==> src/rtl/click_decoder_if.sv <==
`default_nettype none
// ============================================================================
// Module      : click_decoder_if
// Description : Press-pulse input and click-event output bundle of the
//               click decoder.
// Revision    : 1.0 - initial release
// ============================================================================
interface click_decoder_if;
    logic       en_i;
    logic       pulse_i;
    logic       evt_single_o;
    logic       evt_double_o;
    logic       evt_triple_o;
    logic [1:0] evt_count_o;
    logic       busy_o;

    // Producer of presses / consumer of click events.
    modport master (
        output en_i,
        output pulse_i,
        input  evt_single_o,
        input  evt_double_o,
        input  evt_triple_o,
        input  evt_count_o,
        input  busy_o
    );

    // The decoder itself.
    modport slave (
        input  en_i,
        input  pulse_i,
        output evt_single_o,
        output evt_double_o,
        output evt_triple_o,
        output evt_count_o,
        output busy_o
    );
endinterface
`default_nettype wire

==> src/rtl/click_decoder.sv <==
`default_nettype none
// ============================================================================
// Module      : click_decoder
// Description : Classifies debounced press pulses into single, double or
//               triple clicks using an inter-press gap timer.
// Revision    : 1.0 - initial release
// ============================================================================
module click_decoder #(
    parameter int WIN_W   = 24,
    parameter int WIN_CYC = 15000000
) (
    input  wire              clk_i,
    input  wire              rst_ni,
    click_decoder_if.slave   bus
);

    typedef enum logic [0:0] {
        ST_IDLE = 1'b0,
        ST_WAIT = 1'b1
    } state_t;

    // Last timer value of an open gap; reaching it without a press closes it.
    localparam logic [WIN_W-1:0] c_timer_last = WIN_W'(WIN_CYC - 1);

    state_t           r_state;
    logic [1:0]       r_cnt;
    logic [WIN_W-1:0] r_timer;
    logic             r_evt_single;
    logic             r_evt_double;
    logic             r_evt_triple;
    logic [1:0]       r_evt_count;
    logic             r_busy;

    state_t           w_state;
    logic [1:0]       w_cnt;
    logic [WIN_W-1:0] w_timer;
    logic             w_evt_single;
    logic             w_evt_double;
    logic             w_evt_triple;
    logic [1:0]       w_evt_count;

    always_ff @(posedge clk_i or negedge rst_ni) begin
        if (!rst_ni) begin
            r_state      <= ST_IDLE;
            r_cnt        <= 2'd0;
            r_timer      <= '0;
            r_evt_single <= 1'b0;
            r_evt_double <= 1'b0;
            r_evt_triple <= 1'b0;
            r_evt_count  <= 2'd0;
            r_busy       <= 1'b0;
        end else begin
            r_state      <= w_state;
            r_cnt        <= w_cnt;
            r_timer      <= w_timer;
            r_evt_single <= w_evt_single;
            r_evt_double <= w_evt_double;
            r_evt_triple <= w_evt_triple;
            r_evt_count  <= w_evt_count;
            r_busy       <= (w_state == ST_WAIT);
        end
    end

    always_comb begin
        w_state      = r_state;
        w_cnt        = r_cnt;
        w_timer      = r_timer;
        w_evt_single = 1'b0;
        w_evt_double = 1'b0;
        w_evt_triple = 1'b0;
        w_evt_count  = 2'd0;

        case (r_state)
            ST_IDLE: begin
                if (bus.pulse_i && bus.en_i) begin
                    w_state = ST_WAIT;
                    w_cnt   = 2'd1;
                    w_timer = '0;
                end
            end

            ST_WAIT: begin
                if (!bus.en_i) begin
                    w_state = ST_IDLE;
                    w_cnt   = 2'd0;
                    w_timer = '0;
                end else if (bus.pulse_i && (r_cnt == 2'd2)) begin
                    w_state      = ST_IDLE;
                    w_cnt        = 2'd0;
                    w_timer      = '0;
                    w_evt_triple = 1'b1;
                    w_evt_count  = 2'd3;
                end else if (bus.pulse_i) begin
                    // A press on the expiry edge is counted and restarts the gap.
                    w_cnt   = r_cnt + 2'd1;
                    w_timer = '0;
                end else if (r_timer == c_timer_last) begin
                    w_state      = ST_IDLE;
                    w_cnt        = 2'd0;
                    w_timer      = '0;
                    w_evt_single = (r_cnt == 2'd1);
                    w_evt_double = (r_cnt == 2'd2);
                    w_evt_count  = r_cnt;
                end else begin
                    w_timer = r_timer + WIN_W'(1);
                end
            end

            default: begin
                w_state = ST_IDLE;
                w_cnt   = 2'd0;
                w_timer = '0;
            end
        endcase
    end

    assign bus.evt_single_o = r_evt_single;
    assign bus.evt_double_o = r_evt_double;
    assign bus.evt_triple_o = r_evt_triple;
    assign bus.evt_count_o  = r_evt_count;
    assign bus.busy_o       = r_busy;

endmodule
`default_nettype wire

==> src/flat_wrapper.sv <==
// flat-port wrapper written by rule: the top's interface ports become plain ports
module click_decoder_flat 
#(
    parameter int WIN_W   = 24,
    parameter int WIN_CYC = 15000000
)
  (clk_i, rst_ni, bus_en_i, bus_pulse_i, bus_evt_single_o, bus_evt_double_o, bus_evt_triple_o, bus_evt_count_o, bus_busy_o);
  click_decoder_if bus_i ();
  input  wire clk_i;
  input  wire rst_ni;
  input wire logic [$bits(bus_i.en_i)-1:0] bus_en_i;
  input wire logic [$bits(bus_i.pulse_i)-1:0] bus_pulse_i;
  output wire logic [$bits(bus_i.evt_single_o)-1:0] bus_evt_single_o;
  output wire logic [$bits(bus_i.evt_double_o)-1:0] bus_evt_double_o;
  output wire logic [$bits(bus_i.evt_triple_o)-1:0] bus_evt_triple_o;
  output wire logic [$bits(bus_i.evt_count_o)-1:0] bus_evt_count_o;
  output wire logic [$bits(bus_i.busy_o)-1:0] bus_busy_o;
  assign bus_i.en_i = bus_en_i;
  assign bus_i.pulse_i = bus_pulse_i;
  assign bus_evt_single_o = bus_i.evt_single_o;
  assign bus_evt_double_o = bus_i.evt_double_o;
  assign bus_evt_triple_o = bus_i.evt_triple_o;
  assign bus_evt_count_o = bus_i.evt_count_o;
  assign bus_busy_o = bus_i.busy_o;
  click_decoder #(.WIN_W(WIN_W), .WIN_CYC(WIN_CYC)) u_core (.clk_i(clk_i), .rst_ni(rst_ni), .bus(bus_i));
endmodule
==> config.mk <==
export PLATFORM = sky130hd
export DESIGN_NAME = click_decoder_flat
export DESIGN_NICKNAME = d
export VERILOG_FILES = /design/src/rtl/click_decoder_if.sv /design/src/rtl/click_decoder.sv /design/src/flat_wrapper.sv
export SDC_FILE = /design/constraint.sdc
export NUM_CORES = 1
export LEC_CHECK = 0
export ABC_AREA = 0
export CAP_MARGIN = 5
export CORE_MARGIN = 5
export CORE_UTILIZATION = 50
export CTS_CLUSTER_DIAMETER = 120
export DETAILED_ROUTE_END_ITERATION = 8
export GPL_TIMING_DRIVEN = 0
export HOLD_SLACK_MARGIN = 0.15
export PLACE_DENSITY = 0.8
export SYNTH_ARGS = -nofsm -noshare
export SYNTH_HDL_FRONTEND = slang
export SYNTH_SLANG_ARGS = --single-unit
==> constraint.sdc <==
create_clock -name clk_i -period 2.8 [get_ports clk_i]
set_input_delay 0.56 -clock clk_i [delete_from_list [all_inputs] [get_ports clk_i]]
set_output_delay 0.56 -clock clk_i [all_outputs]
set_load 0.01 [all_outputs]
# After elaboration in Yosys (flattened, before gate mapping)
# Cells that the tools add are included.
# totals
output_inout_bits	6
elab_cells	54
ff_bits	32
# classes
addsub	2
eq_ne	5
mux	36
n_reduce_logical	3
bitwise	1
# op_table
operator	n
24-bit two-way mux	5
24-bit one-hot mux with 2 select lines	1
24-bit by 1-bit adder with 24-bit output (second input constant)	1
24-bit == test (second input constant)	1
2-bit two-way mux	10
1-bit two-way mux	18
5-bit != test (second input constant)	1
2-bit one-hot mux with 2 select lines	1
2-bit by 1-bit adder with 2-bit output (second input constant)	1
2-bit by 1-bit == test with 1-bit output (second input constant)	1
2-bit == test (second input constant)	1
1-bit logical AND	2
2-bit by 1-bit != test with 1-bit output (second input constant)	1
1-bit one-hot mux with 2 select lines	1
2-bit AND reduction	1
1-bit inverter	1

# Longest topological paths before layout
# Gate-level depths: netlist of run 1.
# logic_depth
ltp_word	6
mapped_depth	8
ltp_nobuf	6

# Worst setup path after synthesis of run 1
# No wires, ideal clock.
# synth_path
path_kind	register to register
start	reg u_core.r_timer[9]
end	reg u_core.r_timer[20]
stages_incl_launch_ff	8
period_less_slack_ns	2.191
required_ns	2.682
setup_ns	0.118
slack_ns	0.609
path_buffers	2
arrival_time_ns	2.073
cell_sequence	dfrtp_1 -> or4_1 -> or4_1 -> buf_2 -> o21a_4 -> buf_6 -> a21o_1 -> a21o_1
# synth_via
elab_chain_cells	6
word_cells_on_any_way	7
classes_between	1 x add/sub; 1 x eq/ne; 5 x mux
# synth_lines
item	line_no	rtl
start, declared	click_decoder.sv:27	logic [WIN_W-1:0] r_timer;
start signal, assigned	click_decoder.sv:55	r_timer <= w_timer;
24-bit by 1-bit adder with 24-bit output / 24-bit == test (equally long branches)	click_decoder.sv:105, click_decoder.sv:97	
24-bit two-way mux (*)	click_decoder.sv:97	end else if (r_timer == c_timer_last) begin
24-bit two-way mux (*)	click_decoder.sv:93	end else if (bus.pulse_i) begin
24-bit two-way mux (*)	click_decoder.sv:87	end else if (bus.pulse_i && (r_cnt == 2'd2)) begin
24-bit two-way mux (*)	click_decoder.sv:83	if (!bus.en_i) begin
24-bit one-hot mux with 2 select lines (*)	click_decoder.sv:73	case (r_state)
# Every way passes the cells marked *; elsewhere a longest branch is shown, timed or not.
# A chain may end at the register's enable or synchronous reset.

# Final worst setup path of run 1
# layout_path
start	reg u_core.r_timer[9]
end	reg u_core.r_timer[12]
# The elaborated chain is that of the path after synthesis.

==> summary.txt, run 1 <==
Placed design
  – Dpl cell area: 0.001856 mm^2
  – Port buffer count: 8
  – DP Worst Slack: around 0.37 ns
  – DP Cell Count: roughly 250
  – GP Congestion: roughly 0.88
  – HPWL after DPL: between 2000 and 3000 um

Critical path
  – CP arrival: 2.65 ns
  – Crit path kind: reg -> reg
  – CP endpoint kind: flop
  – Critical path peak fanout: 10
  – CP max stage cell: or4_1
  – Largest stage delay on the critical path: between 0.5 and 0.6 ns
  – Startpoint Class: flop
  – Most Frequent Cell on Critical Path: or4_1
  – Crit-path cells: or4_1 -> or4_1 -> buf_2 -> o21ai_2 -> o21ai_0 -> a21o_1
  – Worst Path Required: 3.02 ns

Floorplan
  – Core area: about 0.0033 mm^2
  – Die ar.: ~0.0047 mm^2
  – FP Rows: 21
  – Die W: roughly 70 um
  – DIE HEIGHT: a little under 70 um
  – IO Count: 10
  – Initial Util: between 50% and 60%

STA
  – Worst-Margin Slew: 0.7215 ns
  – RSZ-0062 raised after global routing: no
  – Min cycle time layout: approximately 2.4 ns
  – Fmax achieved: approximately 410 MHz
  – Final Hold Violating Endpoints: 0
  – Final Setup Violations: 0
  – Setup TNS: 0 ns
  – Max Slew Vio Count: 0
  – Slew HR: approximately half
  – Fin crit share: 86.78%
  – Final setup margin: approximately 0.37 ns
  – Fin Clk Skew: ~0.013 ns

Layout
  – Nets: about 220
  – Diodes inserted: 0
  – Design area: about 0.0019 mm^2
  – Post-route insts no fill: roughly 260
  – Share of cells above drive strength 1: under 10%
  – P&R area growth vs syn: 10.38%

Synthesis
  – Mapped Nets: between 200 and 250
  – FF+latch count, synth: 32
  – Post-synthesis instance total: 194
  – Avg Inst Size Synth: around 8.9 um^2
  – Post-synthesis sequential area ratio: a little under half
  – Yosys cell types: 32
  – Warning count from the yosys run: 0
  – Cell area after synthesis: between 0.0015 and 0.002 mm^2

Pwr
  – Power, Total: about 790 uW
  – Leak: approximately 0.00083 uW
  – Power Density: 415.8 mW/mm^2
  – Worst VDD drop: roughly 0.23 mV

Clocking
  – Clock buffer depth: 2
  – Sink Count: 32
  – Clock transition at path regs: ~0.1 ns
  – Post-CTS Setup Bufs: 0
  – Htree depth: 2
  – Hold-fix buffers, CTS: 0
  – TritonCTS clock tree: yes
  – Resize count post-CTS: 0
  – Inserted Clock Buffers: 5
  – Worst-Skew Late Latency: around 0.33 ns
  – Root Driver: clkbuf_4

Detailed routing
  – Wirelength per Cell: 15.38 um
  – Average vias per placed instance: 6.055
  – Detailed router's first-iteration violation count: roughly 130
  – Post-route antenna net violation count: 0
  – Drt first pass iters: 4
  – Residual DRC: 0
  – Vias: 1544
  – Final WL: approximately 3900 um

GRT
  – Initial antenna violation count: 0
  – Total grt overflow: 0
  – Pin count of the biggest net entering global routing: 33
  – Gr usage total: 19.03%
  – Vias in the first global route: about 1.4k
  – First-pass GRT wire length: 6575 um

Min path
  – Hold Path Class: in -> async

Flow run
  – Max-capacitance violation count: 0

Status
  – Status: finished, final reports clean
[cells in the mapped netlist (all sizes together)]
cell type,n,area (um^2)
dfrtp,32,800.8
nand2,22,82.58
a21oi,18,90.09
o21ai,16,83.83
nor2,13,48.80
nand3,12,60.06
a31oi,11,68.82
a21o,9,67.56
or4,8,60.06
and3,6,37.54
nand4,6,37.54
nor3,6,30.03
buf,4,26.27
clkbuf,4,15.01
inv,4,15.01
nor4,4,25.02
ha,3,37.54
mux2i,2,20.02
nand2b,2,12.51
o21a,2,22.52
or3,2,12.51
a22o,1,8.760
a32o,1,10.01
a41oi,1,8.760
o211a,1,10.01
o21bai,1,7.510
or2,1,6.260
xnor2,1,8.760
xor2,1,8.760
[path summary, 6_finish.rpt]
check | startpoint | to | slack (ns) | depth (start not counted)
setup / recovery | u_core.r_timer[9] | u_core.r_timer[12] | 0.37 | 6
hold / removal | rst_ni | u_core.bus.evt_single_o | 0.27 | 1
setup reg to reg | u_core.r_timer[9] | u_core.r_timer[12] | 0.37 | 6
hold reg to reg | u_core.r_timer[23] | u_core.r_timer[23] | 0.50 | 1
max in group asynchronous | rst_ni | u_core.r_timer[21] | 2.06 | 1
min in group clk_i | u_core.r_timer[23] | u_core.r_timer[23] | 0.50 | 1
[metrics by stage]
step | hold slack, ns | util [%]
final | 0.2723 | 56.99
after global routing | 0.3222 | 56.99
after CTS | 0.2855 | 56.99
after detailed placement | 0.4792 | 55.61
after global placement | 0.4768 | 55.76
after floorplan | 0.2644 | -
[flip-flops by register name, indices dropped and copies added, names as in the netlist]
signal                   count
u_core.bus.evt_double_o      1
u_core.r_state               1
u_core.bus.evt_count_o       2
u_core.r_timer              24
u_core.r_cnt                 2
u_core.bus.evt_triple_o      1
u_core.bus.evt_single_o      1
[power breakdown]
group / leakage, uW / internal, uW / switching (uW)
clock: 0.0000281 / 92.3 / 150
combinational: 0.000363 / 23.9 / 46.8
sequential: 0.000442 / 469 / 8.56
total: 0.000833 / 585 / 206
[metal layers]
layer	wire length, um	global-route usage (%)	part of all wire [%]
met1	1723	24.00	44
met2	1919	30.87	49
met3	221	5.186	5.6
met4	57	7.543	1.5
met5	0	0	0
[layout by cell type, fill, tap and decap left out, types with 3 or more instances in the layout]
cell type        instances
dfrtp_1                 32
nor4_1                   4
nand2_1                 22
nor3_1                   6
buf_2                    4
a31oi_1                 11
o21ai_0                 15
clkbuf_1                 5
or4_1                    8
nor2_1                  13
nand3_1                 12
inv_1                    4
and3_1                   6
ha_1                     3
nand4_1                  6
clkdlybuf4s50_1          7
a21oi_1                 18
a21o_1                   9
clkbuf_4                 5
[area by class of cell]
class / instances / area (um^2)
Fill cell: 308 / 1435
Timing Repair Buffer: 8 / 75.07
Tap cell: 46 / 57.56
Multi-Input combinational cell: 150 / 865.8
Clock inverter: 1 / 5.005
Sequential cell: 32 / 800.8
Buffer: 8 / 41.29
Inverter: 4 / 15.01
Clock buffer: 6 / 41.29
[logic make-up after synthesis]
kind of cell / Yosys count / synth area share [%]
compound gates: 61 / 21.93
buf+inv: 12 / 3.267
flops: 32 / 46.48
simple gates: 82 / 23.97
xor+xnor: 2 / 1.017
fa+ha+maj: 3 / 2.179
mux: 2 / 1.162
[critical path, delay by kind of cell, from the launching register on]
family	cells	cell delay, ns
AO/OA/AOI/OAI	3	0.77
buffers and inverters	1	0.17
flip-flops	1	0.43
AND/OR/NAND/NOR	2	0.94
No activity file was read; power rests on OpenSTA's default activity.
==> run 2, diff against run 1 <==
--- a/config.mk
+++ b/config.mk
@@ -7,7 +7,7 @@
 export LEC_CHECK = 0
 export ABC_AREA = 0
 export CAP_MARGIN = 5
-export CORE_MARGIN = 5
+export CORE_MARGIN = 2
 export CORE_UTILIZATION = 50
 export CTS_CLUSTER_DIAMETER = 120
 export DETAILED_ROUTE_END_ITERATION = 8
==> run 2 against run 1 <==
  * Maximum frequency shrank 1.2%
  * Power grew 4.5%
  * Sequential power is essentially flat
  * Utilization grew 0.83 points
  * Combinational power is essentially flat
  * Critical endpoint unchanged
  * Largest cell class unchanged
==> summary.txt, run 2 (synthesized netlist as in run 1, its figures left out) <==
Status
  – Status: finished, final reports clean (unchanged)

Clocking
  – Inserted Clock Buffers: 5 (unchanged)
  – TritonCTS clock tree: yes (unchanged)
  – Htree depth: 2 (unchanged)
  – Worst-Skew Late Latency: 0.34 ns (was 0.33 ns)
  – Resize count post-CTS: 0 (unchanged)
  – Post-CTS Setup Bufs: 0 (unchanged)
  – Clock transition at path regs: 0.10 ns (about the same)
  – Hold-fix buffers, CTS: 0 (unchanged)
  – Root Driver: clkbuf_4 (unchanged)
  – Clock buffer depth: 2 (unchanged)
  – Sink Count: 32 (unchanged)

Critical path
  – CP arrival: 2.69 ns (was 2.65 ns)
  – Flop-to-flop setup slack: 0.34 ns (was 0.37 ns)
  – Worst Reg2Reg Path Length in Cells: 7 (was 6)
  – Terminus of the critical flop-to-flop path: u_core.r_timer[12] (unchanged)
  – Crit path kind: reg -> reg (unchanged)
  – Critical path peak fanout: 10 (unchanged)
  – FF-to-FF Start: u_core.r_timer[0] (was u_core.r_timer[9])
  – Worst path top cell family by delay: compound AO/OA/AOI/OAI gates (was simple AND/OR/NAND/NOR gates)
  – CP max stage cell: or4_1 (unchanged)
  – CP endpoint kind: flop (unchanged)
  – Worst Path Required: 3.03 ns (was 3.02 ns)
  – Largest stage delay on the critical path: 0.54 ns (was 0.53 ns)
  – CP Depth: 7 (was 6)
  – Bufs and invs on worst path: 1 (unchanged)
  – Setup crit start: u_core.r_timer[0] (was u_core.r_timer[9])
  – Crit-path cells: ha_1 -> nand2_1 -> or4_1 -> buf_2 -> o21ai_2 -> o21ai_0 -> a21o_1 (was or4_1 -> or4_1 -> buf_2 -> o21ai_2 -> o21ai_0 -> a21o_1)
  – Startpoint Class: flop (unchanged)

STA
  – RSZ-0062 raised after global routing: no (unchanged)
  – Max Slew Vio Count: 0 (unchanged)
  – Final Hold Violating Endpoints: 0 (unchanged)
  – Slew HR: 52.10% (was 51.90%)
  – Final Setup Violations: 0 (unchanged)
  – Fin crit share: 87.84% (was 86.78%)
  – Worst-Margin Slew: 0.7185 ns (was 0.7215 ns)
  – Setup TNS: 0 ns (unchanged)
  – Min cycle time layout: 2.460 ns (was 2.430 ns)
  – Fin Clk Skew: 0.008215 ns (was 0.01277 ns)
  – Fmax achieved: 406.6 MHz (was 411.6 MHz)

Layout
  – Register name with the most flops: u_core.r_timer (unchanged)
  – Most frequent cells in the layout: dfrtp_1 (32), nand2_1 (22), a21oi_1 (18) (unchanged)
  – Nets: 216 (unchanged)
  – Post-layout util: 57.82% (was 56.99%)
  – Most common cell after layout, fill and taps aside: dfrtp_1 (unchanged)
  – Max FFs per register: 24 (unchanged)
  – Share of cells above drive strength 1: 6.667% (was 6.699%)
  – Diodes inserted: 0 (unchanged)
  – P&R area growth vs syn: 11.11% (was 10.38%)

Pwr
  – Worst VDD drop: 0.2434 mV (was 0.2330 mV)
  – Sw Share: 25.38% (was 26.00%)
  – Psw: 209.7 uW (was 205.6 uW)
  – Sequential share of power: 57.8% (was 60.4%)
  – Power Density: 431.5 mW/mm^2 (was 415.8 mW/mm^2)
  – Leak: 0.0008375 uW (was 0.0008330 uW)
  – Comb power frac: 8.6% (was 8.9%)
  – Int Pwr: 616.5 uW (was 585.2 uW)
  – Clock power share: 33.6% (was 30.7%)

Detailed routing
  – Post-route antenna net violation count: 0 (unchanged)
  – Average vias per placed instance: 5.941 (was 6.055)
  – Residual DRC: 0 (unchanged)
  – Drt first pass iters: 4 (unchanged)
  – Wirelength per Cell: 15.33 um (was 15.38 um)
  – Final WL: 3925 um (was 3923 um)
  – Detailed router's first-iteration violation count: 128 (was 129)
  – Vias: 1521 (was 1544)

GRT
  – Initial antenna violation count: 0 (unchanged)
  – Vias in the first global route: 1487 (was 1422)
  – Gr usage total: 21.87% (was 19.03%)
  – Pin count of the biggest net entering global routing: 33 (unchanged)
  – First-pass GRT wire length: 6796 um (was 6575 um)
  – Total grt overflow: 0 (unchanged)

Min path
  – Hold Path Class: in -> async (unchanged)

Placed design
  – Port buffer count: 8 (unchanged)
  – GP Congestion: 0.8415 (was 0.8827)
  – HPWL after DPL: 2640 um (was 2743 um)

Floorplan
  – Die ar.: 0.003931 mm^2 (was 0.004720 mm^2)
  – IO Count: 10 (unchanged)
  – Core area: 0.003311 mm^2 (was 0.003337 mm^2)
  – DIE HEIGHT: 62.70 um (was 68.70 um)
  – Initial Util: 52.04% (was 51.63%)
  – Die W: 62.70 um (was 68.70 um)
  – FP Rows: 21 (unchanged)

Flow run
  – Max-capacitance violation count: 0 (unchanged)
## run 2: changes by cell type in the layout (fill, tap and decap cells not counted), sizes merged
cell    previous run  this run
clkinv             1         0
clkbuf            10        12
## run 2: power groups by stage
stage | registers (uW) | logic [uW] | clock network (uW)
2_1_floorplan | 485 | 42.7 | 0
3_3_place_gp | 486 | 69.4 | 0
3_5_place_dp | 487 | 70.9 | 0
4_1_cts | 478 | 71.1 | 285
5_1_grt | 480 | 80.8 | 308
6_report | 478 | 70.8 | 278
## run 2: cell type report
type                       instances  area (um^2)
buffer                             8        41.29
tap                               46        57.56
clock buffer                       8        58.81
inverter                           4        15.01
timing repair buffer               8        75.07
fill                             326         1396
sequential                        32        800.8
multi-input combinational        150        865.8
## run 2: through the flow
step / setup slack, ns / hold WS, ns / instance area, um^2 / std cells / total power, uW
2_1_floorplan: 0.6092 / 0.2644 / 1723 / 194 / 527.8
3_3_place_gp: 0.3751 / 0.4779 / 1861 / 248 / 555.6
3_5_place_dp: 0.3524 / 0.4805 / 1856 / 248 / 557.7
4_1_cts: 0.3537 / 0.2838 / 1914 / 256 / 833.9
5_1_grt: 0.1753 / 0.3158 / 1914 / 256 / 868.4
6_report: 0.3405 / 0.2694 / 1914 / 256 / 826.1
## run 2: worst max path at each step
stage	endpoint	slack [ns]
final	u_core.r_timer[12]	0.34
after global routing	u_core.r_timer[11]	0.18
after CTS	u_core.r_timer[12]	0.35
after detailed placement	u_core.r_timer[7]	0.35
after global placement	u_core.r_timer[16]	0.38
after floorplan	u_core.r_timer[20]	0.61
## run 2: routing by layer
layer | track usage, % | vias to the layer above | routed length, um
met3 | 5.946 | 3 | 189
met1 | 29.06 | 723 | 1797
li1 | - | 757 | -
met2 | 34.81 | 38 | 1908
met5 | 0 | - | 0
met4 | 7.222 | 0 | 30
==> run 3, diff against run 2 <==
--- a/config.mk
+++ b/config.mk
@@ -5,7 +5,7 @@
 export SDC_FILE = /design/constraint.sdc
 export NUM_CORES = 1
 export LEC_CHECK = 0
-export ABC_AREA = 0
+export ABC_AREA = 1
 export CAP_MARGIN = 5
 export CORE_MARGIN = 2
 export CORE_UTILIZATION = 50
@@ -13,7 +13,8 @@
 export DETAILED_ROUTE_END_ITERATION = 8
 export GPL_TIMING_DRIVEN = 0
 export HOLD_SLACK_MARGIN = 0.15
-export PLACE_DENSITY = 0.8
+export PLACE_DENSITY = 0.68
+export SETUP_SLACK_MARGIN = 0.02
 export SYNTH_ARGS = -nofsm -noshare
 export SYNTH_HDL_FRONTEND = slang
 export SYNTH_SLANG_ARGS = --single-unit
==> run 3 against run 2 <==
  * Clock power rose by 62%
  * Area after synthesis increased by 17%
  * Sequential cell count is the same
  * Sequential share of layout area is 6.6 points lower
  * Worst setup slack better by 0.47 ns
  * Count of clock-buffer cells in the layout down 3
  * Critical path depth did not move
  * Worst hold slack improved by 0.050 ns
  * Cell area increased by 19%
  * Utilization shrank 0.22 points
  * Power is 20% higher
  * Largest cell class unchanged
==> summary.txt, run 3 <==
Status
  – Status: finished, final reports clean (unchanged)

Critical path
  – Startpoint Class: input pin (was flop)
  – CP endpoint kind: flop (unchanged)
  – Terminus of the critical flop-to-flop path: u_core.r_timer[15] (was u_core.r_timer[12])
  – Crit path kind: in -> reg (was reg -> reg)
  – CP arrival: 2.18 ns (was 2.69 ns)
  – Worst Path Required: 2.99 ns (was 3.03 ns)
  – Flop-to-flop setup slack: 1.16 ns (was 0.34 ns)
  – CP endpoint: u_core.r_timer[6] (was u_core.r_timer[12])
  – Critical path peak fanout: 10 (unchanged)
  – Setup crit start: bus_pulse_i (was u_core.r_timer[0])
  – Worst Reg2Reg Path Length in Cells: 9 (was 7)
  – FF-to-FF Start: u_core.r_timer[0] (unchanged)

Synthesis
  – Post-synth EDFFs: 0 (unchanged)
  – Post-Synth XOR/XNOR Area: 6.095% (was 1.017%)
  – Avg Inst Size Synth: 7.316 um^2 (was 8.881 um^2)
  – Synth top area share: 39.80% (was 46.48%)
  – Mux cell area share after synthesis: 0% (was 1.162%)
  – Warning count from the yosys run: 0 (unchanged)
  – Post-synth top cells: nand2_1 (103), nor2_1 (33), dfrtp_1 (32) (was dfrtp_1 (32), nand2_1 (22), a21oi_1 (18))
  – Post-synthesis instance total: 275 (was 194)
  – Top_reg_cell synth: dfrtp_1 (unchanged)
  – Top-count cell post-synth: nand2_1 (was dfrtp_1)
  – Post-synthesis simple-gate area fraction: 37.25% (was 23.97%)
  – Area leader, netlist: dfrtp_1 (unchanged)
  – FFs w/ async S/R, synth: 100.0% (unchanged)
  – Compound-gate portion of the synthesized area: 7.711% (was 21.93%)
  – Top cells by area, synth: dfrtp_1 (40%), nand2_1 (19%), nor2_1 (6.2%), inv_1 (4.9%), nand3_1 (4.0%) (was dfrtp_1 (46%), a21oi_1 (5.2%), nand2_1 (4.8%), o21ai_0 (4.4%), a31oi_1 (4.0%))
  – Mapped Nets: 282 (was 201)
  – Post-synthesis sequential area ratio: 39.80% (was 46.48%)
  – FF+latch count, synth: 32 (unchanged)
  – Largest family of logic cells by synthesized area: simple AND/OR/NAND/NOR gates (unchanged)
  – Cell area after synthesis: 0.002012 mm^2 (was 0.001723 mm^2)
  – Post-Synth Adder-Cell Area: 1.866% (was 2.179%)
  – Yosys cell types: 30 (was 32)

Layout
  – Most frequent cells in the layout: nand2_1 (103), nor2_1 (33), dfrtp_1 (32) (was dfrtp_1 (32), nand2_1 (22), a21oi_1 (18))
  – Max FFs per register: 24 (unchanged)
  – Share of cells above drive strength 1: 12.33% (was 6.667%)
  – Diodes inserted: 0 (unchanged)
  – Register area: 800.8 um^2 (unchanged)
  – Most common cell after layout, fill and taps aside: nand2_1 (was dfrtp_1)
  – Post-layout util: 57.60% (was 57.82%)
  – Nets: 298 (was 216)
  – Area of the multi-input gates: 0.001065 mm^2 (was 865.8 um^2)
  – Register name with the most flops: u_core.r_timer (unchanged)
  – Number of fill cells: 349 (was 326)
  – P&R area growth vs syn: 12.87% (was 11.11%)

GRT
  – Initial antenna violation count: 0 (unchanged)
  – Pin count of the biggest net entering global routing: 33 (unchanged)
  – Vias in the first global route: 1559 (was 1487)
  – First-pass GRT wire length: 7134 um (was 6796 um)
  – Gr usage total: 21.31% (was 21.87%)
  – Total grt overflow: 0 (unchanged)

Clocking
  – Sink Count: 32 (unchanged)
  – Root Driver: clkbuf_8 (was clkbuf_4)
  – Worst-Skew Late Latency: 0.28 ns (was 0.34 ns)
  – Inserted Clock Buffers: 5 (unchanged)
  – Post-CTS Setup Bufs: 0 (unchanged)
  – Clock buffer depth: 2 (unchanged)
  – TritonCTS clock tree: yes (unchanged)
  – Hold-fix buffers, CTS: 0 (unchanged)
  – Htree depth: 2 (unchanged)
  – Resize count post-CTS: 0 (unchanged)
  – Clock transition at path regs: 0.07 ns (was 0.10 ns)

Detailed routing
  – Post-route antenna net violation count: 0 (unchanged)
  – Drt first pass iters: 4 (unchanged)
  – Final WL: 4079 um (was 3925 um)
  – Vias: 1678 (was 1521)
  – Detailed router's first-iteration violation count: 91 (was 128)
  – Residual DRC: 0 (unchanged)
  – Wirelength per Cell: 11.93 um (was 15.33 um)
  – Average vias per placed instance: 4.906 (was 5.941)

Floorplan
  – Die ar.: 0.004547 mm^2 (was 0.003931 mm^2)
  – IO Count: 10 (unchanged)
  – Die W: 67.44 um (was 62.70 um)
  – DIE HEIGHT: 67.44 um (was 62.70 um)
  – Core area: 0.003943 mm^2 (was 0.003311 mm^2)
  – FP Rows: 23 (was 21)
  – Initial Util: 51.03% (was 52.04%)

STA
  – Fin crit share: 71.00% (was 87.84%)
  – Final Setup Violations: 0 (unchanged)
  – Fmax achieved: 503.0 MHz (was 406.6 MHz)
  – Fin Clk Skew: 0.005710 ns (was 0.008215 ns)
  – Setup TNS: 0 ns (unchanged)
  – Final Hold Violating Endpoints: 0 (unchanged)
  – Min cycle time layout: 1.988 ns (was 2.460 ns)
  – Final setup margin: 0.8119 ns (was 0.3405 ns)
  – Slew HR: 53.02% (was 52.10%)
  – Worst-Margin Slew: 0.7047 ns (was 0.7185 ns)
  – RSZ-0062 raised after global routing: no (unchanged)
  – Max Slew Vio Count: 0 (unchanged)

Placed design
  – HPWL after DPL: 2991 um (was 2640 um)
  – GP Congestion: 0.9141 (was 0.8415)
  – Port buffer count: 9 (was 8)
  – DP Worst Slack: 0.5662 ns (was 0.3524 ns)

Pwr
  – Power, Total: 987.7 uW (was 826.1 uW)
  – Leak: 0.001001 uW (was 0.0008375 uW)
  – Power Density: 434.9 mW/mm^2 (was 431.5 mW/mm^2)
  – Worst VDD drop: 0.2896 mV (was 0.2434 mV)

Flow run
  – Max-capacitance violation count: 0 (unchanged)

Min path
  – Hold Path Class: in -> async (unchanged)
## run 3: critical path, stage by stage
cell	delay, ns
clkdlybuf4s50_1	0.47
nand2_1	0.18
inv_1	0.09
nor2_1	0.41
buf_2	0.32
nand2_1	0.06
o21ai_0	0.09
## run 3: cell families (layout without fill, tap and decap cells)
logic type | after synthesis | in the layout
compound gates | 23 | 23
fa+ha+maj | 3 | 3
buf+inv | 32 | 49
flops | 32 | 32
simple gates | 171 | 171
xor+xnor | 14 | 14
## run 3: metal layers
layer	up-vias	share of wire, %	GRT usage (%)
met5	-	0	0
met4	0	1.1	7.398
met3	4	4.7	5.833
met2	29	44	30.82
met1	755	51	30.56
li1	890	-	-
## run 3: power breakdown
part           switching (uW)  internal [uW]  leakage (uW)
clock                     186            263     0.0000541
sequential               8.77            469      0.000443
combinational            41.7           19.3      0.000503
## run 3: per-stage QoR
stage               cells  hold WS [ns]  cell area [um^2]
finish                342        0.3193              2271
global route          342        0.3812              2271
CTS                   342        0.3476              2271
detailed placement    334        0.4929              2160
global placement      334        0.4916              2165
floorplan             275        0.2644              2012
## run 3: final cells by class
class                           count  share of cell area [%]
Sequential cell                    32                   35.26
Timing Repair Buffer                9                   3.747
Clock buffer                        5                   3.030
Inverter                           28                   4.628
Tap cell                           50                   2.755
Buffer                              4                   1.818
Multi-Input combinational cell    211                   46.89
Clock inverter                      3                   1.873
## run 3: worst min-delay path by stage
| stage | slack, ns | endpoint | startpoint | cells past startpoint |
|---|---|---|---|---|
| final | 0.32 | u_core.r_timer[10] | rst_ni | 1 |
| after global routing | 0.38 | u_core.r_timer[6] | rst_ni | 1 |
| after CTS | 0.35 | u_core.r_timer[8] | rst_ni | 1 |
| after detailed placement | 0.49 | u_core.r_cnt[1] | u_core.r_cnt[1] | 2 |
| after global placement | 0.49 | u_core.r_cnt[1] | u_core.r_cnt[1] | 2 |
| after floorplan | 0.26 | u_core.bus.evt_count_o[0] | rst_ni | 0 |
